===== src/rtl/search_and_add_sched.sv =====
// search_and_add_sched: splits a job of N 512-bit words starting at a byte
// address into chunks of at most CHUNK_WORDS words. Each chunk is handed to
// search_and_add_ctrl with a one-cycle kick, and the next chunk is issued
// only after that controller has raised and then dropped busy.
//
// Handshake to search_and_add_ctrl: kick is a single-cycle pulse. The
// controller acknowledges it by raising busy and ends the chunk by dropping
// busy. num_of_words and memory_offset are held from kick until busy falls.
// kick is never repeated for the same chunk.
//
// Optional feature: define SEARCH_AND_ADD_SCHED_PERF_EN to build the
// job-cycle counter on perf_cycles. Without it, perf_cycles is constant 0.
//
// dbg_state exposes the FSM encoding (0 IDLE, 1 ISSUE, 2 WAIT_HI,
// 3 WAIT_LO, 4 FIN) so that checkers can follow the sequencing.
module search_and_add_sched #(
    parameter int CHUNK_WORDS = 1024,
    parameter int WORD_BYTES  = 64
) (
    input  logic        clk,
    input  logic        reset,
    // job side
    input  logic        job_kick,
    input  logic [31:0] job_num_of_words,
    input  logic [63:0] job_memory_offset,
    input  logic        job_abort,
    output logic        job_busy,
    output logic        job_done,
    output logic        job_aborted,
    output logic [31:0] chunks_issued,
    // search_and_add_ctrl side
    output logic        kick,
    input  logic        busy,
    output logic [31:0] num_of_words,
    output logic [63:0] memory_offset,
    // statistics and debug
    output logic [31:0] perf_cycles,
    output logic [2:0]  dbg_state
);

    localparam logic [31:0] CHUNK_W = 32'(CHUNK_WORDS);
    localparam logic [63:0] WORD_B  = 64'(WORD_BYTES);

    typedef enum logic [2:0] {
        S_IDLE    = 3'd0,
        S_ISSUE   = 3'd1,
        S_WAIT_HI = 3'd2,
        S_WAIT_LO = 3'd3,
        S_FIN     = 3'd4
    } state_t;

    state_t      state_q, state_d;

    logic        job_busy_q,      job_busy_d;
    logic        job_done_q,      job_done_d;
    logic        job_aborted_q,   job_aborted_d;
    logic        kick_q,          kick_d;
    logic [31:0] chunks_issued_q, chunks_issued_d;
    logic [31:0] num_of_words_q,  num_of_words_d;
    logic [63:0] memory_offset_q, memory_offset_d;
    logic [31:0] remaining_q,     remaining_d;
    logic [63:0] next_addr_q,     next_addr_d;

    // Derived chunk arithmetic. num_of_words_q always holds the size of the
    // chunk in flight, so it doubles as the amount to retire from remaining.
    logic        job_accept;
    logic [31:0] chunk_words;
    logic [31:0] remaining_after;
    logic [63:0] chunk_bytes;

    // A job_kick is accepted only in IDLE; job_busy is low exactly there.
    assign job_accept      = (state_q == S_IDLE) && job_kick;
    assign chunk_words     = (remaining_q < CHUNK_W) ? remaining_q : CHUNK_W;
    assign remaining_after = remaining_q - num_of_words_q;
    assign chunk_bytes     = {32'd0, num_of_words_q} * WORD_B;

    // State register: asynchronous reset drops any job in progress.
    always_ff @(posedge clk or posedge reset) begin
        if (reset) begin
            state_q <= S_IDLE;
        end else begin
            state_q <= state_d;
        end
    end

    // Next-state logic: abort is only sampled in ISSUE, so an in-flight
    // chunk always runs to completion before the job ends.
    always_comb begin
        state_d = state_q;
        case (state_q)
            S_IDLE: begin
                if (job_kick) begin
                    state_d = (job_num_of_words == 32'd0) ? S_FIN : S_ISSUE;
                end
            end
            S_ISSUE: begin
                state_d = job_abort ? S_FIN : S_WAIT_HI;
            end
            S_WAIT_HI: begin
                if (busy) begin
                    state_d = S_WAIT_LO;
                end
            end
            S_WAIT_LO: begin
                if (!busy) begin
                    state_d = (remaining_after == 32'd0) ? S_FIN : S_ISSUE;
                end
            end
            S_FIN: begin
                state_d = S_IDLE;
            end
            default: begin
                state_d = S_IDLE;
            end
        endcase
    end

    // Output and datapath next values. All outputs are registered, which
    // gives kick two cycles after an accepted job_kick or a busy fall.
    always_comb begin
        job_busy_d      = job_busy_q;
        job_done_d      = 1'b0;
        job_aborted_d   = job_aborted_q;
        kick_d          = 1'b0;
        chunks_issued_d = chunks_issued_q;
        num_of_words_d  = num_of_words_q;
        memory_offset_d = memory_offset_q;
        remaining_d     = remaining_q;
        next_addr_d     = next_addr_q;

        case (state_q)
            S_IDLE: begin
                if (job_accept) begin
                    remaining_d     = job_num_of_words;
                    next_addr_d     = job_memory_offset;
                    chunks_issued_d = 32'd0;
                    job_aborted_d   = 1'b0;
                    job_busy_d      = 1'b1;
                end
            end
            S_ISSUE: begin
                if (job_abort) begin
                    job_aborted_d = 1'b1;
                end else begin
                    num_of_words_d  = chunk_words;
                    memory_offset_d = next_addr_q;
                    kick_d          = 1'b1;
                    chunks_issued_d = chunks_issued_q + 32'd1;
                end
            end
            S_WAIT_LO: begin
                if (!busy) begin
                    remaining_d = remaining_after;
                    // 64-bit add: addresses wrap modulo 2^64 by design.
                    next_addr_d = next_addr_q + chunk_bytes;
                end
            end
            S_FIN: begin
                job_done_d = 1'b1;
                job_busy_d = 1'b0;
            end
            default: begin
            end
        endcase
    end

    // Output and datapath registers, all cleared by the asynchronous reset.
    always_ff @(posedge clk or posedge reset) begin
        if (reset) begin
            job_busy_q      <= 1'b0;
            job_done_q      <= 1'b0;
            job_aborted_q   <= 1'b0;
            kick_q          <= 1'b0;
            chunks_issued_q <= 32'd0;
            num_of_words_q  <= 32'd0;
            memory_offset_q <= 64'd0;
            remaining_q     <= 32'd0;
            next_addr_q     <= 64'd0;
        end else begin
            job_busy_q      <= job_busy_d;
            job_done_q      <= job_done_d;
            job_aborted_q   <= job_aborted_d;
            kick_q          <= kick_d;
            chunks_issued_q <= chunks_issued_d;
            num_of_words_q  <= num_of_words_d;
            memory_offset_q <= memory_offset_d;
            remaining_q     <= remaining_d;
            next_addr_q     <= next_addr_d;
        end
    end

`ifdef SEARCH_AND_ADD_SCHED_PERF_EN
    logic [31:0] perf_cycles_q, perf_cycles_d;

    // Job cycle counter: cleared on an accepted job, counts every cycle with
    // job_busy high, saturates, and holds its value once the job is done.
    always_comb begin
        perf_cycles_d = perf_cycles_q;
        if (job_accept) begin
            perf_cycles_d = 32'd0;
        end else if (job_busy_q && (perf_cycles_q != 32'hFFFF_FFFF)) begin
            perf_cycles_d = perf_cycles_q + 32'd1;
        end
    end

    // Counter register, cleared by the asynchronous reset.
    always_ff @(posedge clk or posedge reset) begin
        if (reset) begin
            perf_cycles_q <= 32'd0;
        end else begin
            perf_cycles_q <= perf_cycles_d;
        end
    end

    assign perf_cycles = perf_cycles_q;
`else
    assign perf_cycles = 32'd0;
`endif

    assign job_busy      = job_busy_q;
    assign job_done      = job_done_q;
    assign job_aborted   = job_aborted_q;
    assign chunks_issued = chunks_issued_q;
    assign kick          = kick_q;
    assign num_of_words  = num_of_words_q;
    assign memory_offset = memory_offset_q;
    assign dbg_state     = state_q;

endmodule


===== config.mk =====
export PLATFORM = sky130hd
export DESIGN_NAME = search_and_add_sched
export DESIGN_NICKNAME = d
export VERILOG_FILES = /design/src/rtl/search_and_add_sched.sv
export SDC_FILE = /design/constraint.sdc
export NUM_CORES = 1
export LEC_CHECK = 0
export CAP_MARGIN = 20
export CELL_PAD_IN_SITES_DETAIL_PLACEMENT = 1
export CELL_PAD_IN_SITES_GLOBAL_PLACEMENT = 2
export CORE_UTILIZATION = 28
export DETAILED_ROUTE_END_ITERATION = 10
export PLACE_DENSITY = 0.84
export SYNTH_ARGS = -nofsm -noshare
export SYNTH_HDL_FRONTEND = slang
export SYNTH_SLANG_ARGS = --single-unit
export TNS_END_PERCENT = 30

===== constraint.sdc =====
create_clock -name clk -period 6.9 [get_ports clk]
set_input_delay 0.69 -clock clk [delete_from_list [all_inputs] [get_ports clk]]
set_output_delay 0.69 -clock clk [all_outputs]
set_load 0.01 [all_outputs]

==> results.toml, run 1 <==
[synthesis]
yosysTopAreaCell = "dfrtp_1"
synth_cell_types = 88
ys_seq_elements = 231
synthFlopType = "dfrtp_1"
synth_top_area_frac = 0.409
synth_edf_count = 0
syn-cell-area_um2 = 14100
yosys_warnings = 0
async_reset_ff_frac = 1.00
netlist_instances = 1690
yosysMostFrequentCell = "nand2_1"
synth_common_cells = "nand2_1 (352), dfrtp_1 (231), nor2_1 (143)"
synth_area_leaders = "dfrtp_1 (41%), nand2_1 (9.3%), ha_1 (5.7%)"
syn_area_per_cell_um2 = 8.37
synth_seq_area_share = 0.409

[clock_tree]
cts.sink_count = 231
hold_buffers = 0
clkSlewWorstSetupHoldPaths_ns = 0.06
ctsResizeCount = 0
numCtsBuffers = 28
htreeDepth = 1
clock_tree.root_cell = "clkbuf_16"
cts_buffer_depth = 3
tritoncts = "done"
cts_setup_buffers = 0
clk_latency_ns = 0.56

[timing]
drv_slew = 0
fin_worst_skew_ns = 0.0119
hold_viol = 0
finalCritPeriodShare = 0.533
slew_headroom = 0.304
layout_min_cycle_time_ns = 3.68
fin_tns_setup_ns = 0
setup-violations-final = 0
fmax_mhz = 272
tightestPinTransition_ns = 1.04
rsz0062_at_grt = "false"

[power]
peakVddDrop_uv = 197
leakage_nw = 7.89
power_mw = 8.13
p_per_area_nw_per_um2 = 453

[worst_setup_path]
r2r_cells = 13
worstSetupPathType = "flip-flop to flip-flop"
cp-end-kind = "flip-flop"
cp_max_fo = 7
r2r_end = "next_addr_q[48]$_DFFE_PP0P_"
cp.required_ns = 7.36
crit_arrival_ns = 4.13
crit_start = "num_of_words[0]$_DFFE_PP0P_"
rrSetupSlack_ns = 3.22
cp-start-kind = "flip-flop"
r2r_start = "num_of_words[0]$_DFFE_PP0P_"
cp-endpoint = "next_addr_q[48]$_DFFE_PP0P_"

[global_route]
use_met1 = 0.278
globalRouteOverflowTotal = 0
use_met2 = 0.324
grt_pass1_wl_mm = 80.7
grt_pass1_vias = 13700
use_met3 = 0.0299
grt_usage = 0.201
busiest_layer = "met2"
grt_start_max_net_pins = 147
antenna_found_initial = 0

[floorplanning]
chipWidth_um = 227
rows = 81
io_pins = 268
die_height_um = 227
die_area_um2 = 51400
core_um2 = 49400
initial_core_util = 0.287

[routing]
dr.pass1.iters = 5
ant_nets = 0
vias_per_cell = 5.25
route.detailed.wl_per_inst_um = 20.2
vias = 13500
drc_errors = 0
drt_wl_total_mm = 52.0
first_iter_violations = 932

[outcome]
outcome = "completed"

[final_layout]
n_antenna_cell = 0
area_delta_synth_final_pct = 26.9
nets = 2052
post-route-util = 0.364
final_layout_size_suffix_gt1_frac = 0.0515

[job]
drv_cap = 0

[place]
dp_hpwl_mm = 39.0
port_buffers = 235
place.gp.congestion = 0.922

[worst_hold_path]
hold_class = "flip-flop to flip-flop"
worst max-delay path, cell delays in order, from the launching register on:
cell and delay, ns:
dfrtp_1 0.42, ha_1 0.19, inv_1 0.06, fa_1 0.38
nor2b_1 0.17, o21a_1 0.15, o21ai_1 0.10, o21ai_0 0.34
a21bo_2 0.28, a31oi_1 0.25, o21a_1 0.37, nor4_2 0.45
a311oi_1 0.16, a211oi_1 0.26
cell type report:
cell class                      count  area, um^2
Fill cell                        5844       31400
Multi-Input combinational cell   1314        7710
Sequential cell                   231        5780
Timing Repair Buffer              248        2460
Clock buffer                       43         848
Tap cell                          664         831
Inverter                           62         236
Clock inverter                      6        83.8
power by group:
part           switching, mW  internal, mW  leakage, nW
sequential             0.490          1.84         2.92
combinational           2.64          1.65         4.51
clock                  0.601         0.912        0.460
total                   3.73          4.40         7.89
metal layers:
metal,vias to the layer above,wire length [um]
met5,-,0
met4,0,1100
met3,68,2820
met2,359,24100
met1,6770,23900
li1,6294,-
flip-flops by register name, summed over array words and instances (netlist names):
name and count:
chunks_issued 32, dbg_state 3, job_aborted 1, job_busy 1, job_done 1, kick 1
memory_offset 64, next_addr_q 64, num_of_words 32, remaining_q 32
metrics by stage:
step / worst slack (ns) / std cells / hold WS [ns] / cell area [um^2]
floorplan: 3.19 / 1721 / 0.438 / 14300
global placement: 3.32 / 2519 / 0.446 / 17000
detailed placement: 3.22 / 2519 / 0.456 / 17000
CTS: 3.20 / 2568 / 0.468 / 18000
global route: 2.80 / 2568 / 0.487 / 18000
finish: 3.22 / 2568 / 0.464 / 18000
cell usage in the layout, fill, tap and decap left out, drive strengths merged, types with 10 or more instances in the layout:
cell type / synthesis / routed
xor2: 40 / 40
o21ai: 105 / 105
clkdlybuf4s50: 0 / 235
clkbuf: 61 / 43
inv: 62 / 61
ha: 64 / 64
nor2: 145 / 145
nor2b: 10 / 10
nand3: 35 / 35
a211oi: 22 / 22
nor4: 26 / 26
nand4: 39 / 39
or3: 22 / 22
o211ai: 14 / 14
a21oi: 112 / 112
nor3: 27 / 27
dfrtp: 231 / 231
a311oi: 15 / 15
a21o: 28 / 28
a22oi: 29 / 29
buf: 53 / 13
xnor2: 26 / 26
conb: 1 / 32
and3: 21 / 21
nand2: 352 / 352
a31oi: 17 / 17
worst min-delay path by stage:
stage | endpoint | slack, ns | depth (start not counted) | start
2_1_floorplan | next_addr_q[59]$_DFFE_PP0P_ | 0.44 | 1 | next_addr_q[59]$_DFFE_PP0P_
3_3_place_gp | memory_offset[3]$_DFFE_PP0P_ | 0.45 | 2 | next_addr_q[3]$_DFFE_PP0P_
3_5_place_dp | memory_offset[3]$_DFFE_PP0P_ | 0.46 | 2 | next_addr_q[3]$_DFFE_PP0P_
4_1_cts | next_addr_q[59]$_DFFE_PP0P_ | 0.47 | 1 | next_addr_q[59]$_DFFE_PP0P_
5_1_grt | memory_offset[3]$_DFFE_PP0P_ | 0.49 | 2 | next_addr_q[3]$_DFFE_PP0P_
6_report | next_addr_q[59]$_DFFE_PP0P_ | 0.46 | 1 | next_addr_q[59]$_DFFE_PP0P_
logic make-up (layout without fill, tap and decap cells):
group | Yosys count | in the layout | share of synthesized area
flops | 231 | 231 | 0.409
simple gates | 722 | 722 | 0.233
mux | 6 | 6 | 0.00442
other cells | 1 | 32 | 0.000265
compound gates | 422 | 422 | 0.198
buf+inv | 176 | 359 | 0.0560
fa+ha+maj | 66 | 66 | 0.0594
xor+xnor | 66 | 66 | 0.0409
Note: power is estimated with default switching activity, not from simulation.
==> run 2, diff against run 1 <==
==> constraint.sdc (replaced) <==
create_clock -name clk -period 3.1 [get_ports clk]
set_input_delay 0.31 -clock clk [delete_from_list [all_inputs] [get_ports clk]]
set_output_delay 0.31 -clock clk [all_outputs]
set_load 0.01 [all_outputs]
==> run 2 against run 1 <==
  * Sequential cell count unchanged
  * First-iteration DRC count increased by 2.0%
  * Final area increased by 12%
  * Critical path depth decreased by 1
  * Setup slack got worse by 3.3 ns
  * Core utilization increased by 4.2 points
  * Final cell count increased by 7.4%
  * The flow now finishes with violations (negative setup slack)
==> results.toml, run 2 (same netlist as run 1, synthesis figures left out) <==
[worst_setup_path]
cp-start-kind = "flip-flop"
critPathMaxStageDelay_ns = 0.40
cp-end-kind = "flip-flop"
cp_cell_sequence = "inv_1 > ha_4 > a21oi_1 > o21ai_1 > a2bb2oi_2 > nand2_1 > or3_1 > a2111oi_4 > nand4_1 > nand4b_4 > nor4_2 > a22oi_1"
slowest_stage = "a2111oi_4"
r2r_start = "num_of_words[15]$_DFFE_PP0P_"
cp_max_fo = 7
worstSetupPathType = "flip-flop to flip-flop"
crit_arrival_ns = 3.64
rrSetupSlack_ns = -0.11
cp.required_ns = 3.53
crit_start = "num_of_words[15]$_DFFE_PP0P_"

[routing]
first_iter_violations = 951
ant_nets = 0
vias_per_cell = 5.17
vias = 14300
drc_errors = 0
dr.pass1.iters = 4
route.detailed.wl_per_inst_um = 20.1
drt_wl_total_mm = 55.4

[power]
power_mw = 20.9
pwr-share-clk = 0.159
p_per_area_nw_per_um2 = 1040
power_frac_comb = 0.593
seqPwrFrac = 0.248
peakVddDrop_uv = 408
internal-power_mw = 11.7
power_switching_mw = 9.21
leakage_nw = 8.97
swShare = 0.440

[floorplanning]
die_area_um2 = 51400
rows = 81
die_height_um = 227
chipWidth_um = 227
io_pins = 268
core_um2 = 49400
initial_core_util = 0.287

[clock_tree]
htreeDepth = 1
numCtsBuffers = 28
cts.sink_count = 231
clk_latency_ns = 0.57
clkSlewWorstSetupHoldPaths_ns = 0.07
tritoncts = "done"
clock_tree.root_cell = "clkbuf_16"
hold_buffers = 0
cts_buffer_depth = 3

[worst_hold_path]
hold_class = "primary input to asynchronous set/reset pin"

[global_route]
grt_pass1_vias = 14600
grt_pass1_wl_mm = 84.3
grt_usage = 0.209
grt_start_max_net_pins = 82
antenna_found_initial = 1
globalRouteOverflowTotal = 0

[timing]
setup-violations-final = 1
hold-worst-slack_ns = 0.159
finalCritPeriodShare = 1.04
layout_min_cycle_time_ns = 3.21
tightestPinTransition_ns = 0.566
fmax_mhz = 311
hold_viol = 0
drv_slew = 0
slew_headroom = 0.622
fin_tns_setup_ns = -0.111
rsz0062_at_grt = "true"
worst_slack_ns = -0.111
fin_worst_skew_ns = 0.0253

[place]
dp.cells = 2683
post_dp_cell_area_um2 = 18300
port_buffers = 235
place.gp.congestion = 0.893
dp_hpwl_mm = 41.2

[final_layout]
design_area_um2 = 20000
n_antenna_cell = 0
nets = 2242
stdcell_count = 2759
mostFrequentLayoutCells = "nand2_1 (349), clkdlybuf4s50_1 (235), dfrtp_1 (226)"
area_delta_synth_final_pct = 41.7
final_layout_size_suffix_gt1_frac = 0.179
layout_commonest_cell = "nand2_1"
nFillCells = 5780

[outcome]
violations = "negative setup slack"
outcome = "finished with violations"

[job]
drv_cap = 0
-- run 2: cell types whose count changed in the layout (fill, tap and decap cells not counted), moves of 6 or more --
cell	change
ha_1	-17
inv_1	-6
buf_4	+180
ha_4	+15
a21oi_2	+10
inv_2	+6
a21oi_1	-11
buf_12	+7
o21ai_0	-11
-- run 2: path summary, 6_finish.rpt --
path                                            endpoint  cells past startpoint
min in group clk              next_addr_q[3]$_DFFE_PP0P_                      3
setup / recovery                dbg_state[0]$_DFFE_PP0P_                     12
max in group asynchronous  chunks_issued[20]$_DFFE_PP0P_                      3
hold / removal               next_addr_q[41]$_DFFE_PP0P_                      2
hold reg to reg             memory_offset[0]$_DFFE_PP0P_                      2
setup reg to reg                dbg_state[0]$_DFFE_PP0P_                     12
-- run 2: cell type report --
type                       count  area [um^2]  area share
sequential                   231         5790       0.289
timing repair buffer         438         3990       0.199
clock buffer                  37          795      0.0396
multi-input combinational   1314         8270       0.413
tap                          664          831      0.0415
inverter                      62          236      0.0118
clock inverter                13          133     0.00662
-- run 2: metrics by stage --
stage          worst slack (ns)  utilization
3_3_place_gp             -0.170        0.372
6_report                 -0.111        0.406
3_5_place_dp             -0.263        0.372
5_1_grt                  -0.227        0.406
2_1_floorplan            -0.232            -
4_1_cts                 -0.0500        0.393
-- run 2: routing by layer --
layer	wire (um)	track usage	up-vias	part of all wire
met2	25900	0.343	344	0.47
met3	2700	0.0214	72	0.049
met1	25600	0.293	7171	0.46
met4	1200	0.0490	0	0.022
li1	-	-	6680	-
met5	0	0	-	0
-- run 2: power groups by stage --
stage          Sequential, mW  Clock [mW]  Combinational [mW]
6_report                 5.18        3.33                12.4
5_1_grt                  5.30        3.55                13.5
4_1_cts                  5.11        3.43                11.6
3_5_place_dp             5.16           0                11.4
3_3_place_gp             5.11           0                11.1
2_1_floorplan            4.99           0                6.23
-- run 2: repair_timing --
item / in CTS / in global routing
pin swaps: 7 / 54
setup buffers: 5 / 23
setup endpoints to repair: 21 / 35
resized for setup: 19 / 107
-- run 2: critical path: cells and delay by family, from the launching register on --
kind	cells	cell delay, ns
buffers and inverters	1	0.16
AOI/OAI and AO/OA	5	1.17
adders and majority gates	1	0.25
DFF	1	0.39
and+or+nand+nor	5	1.12
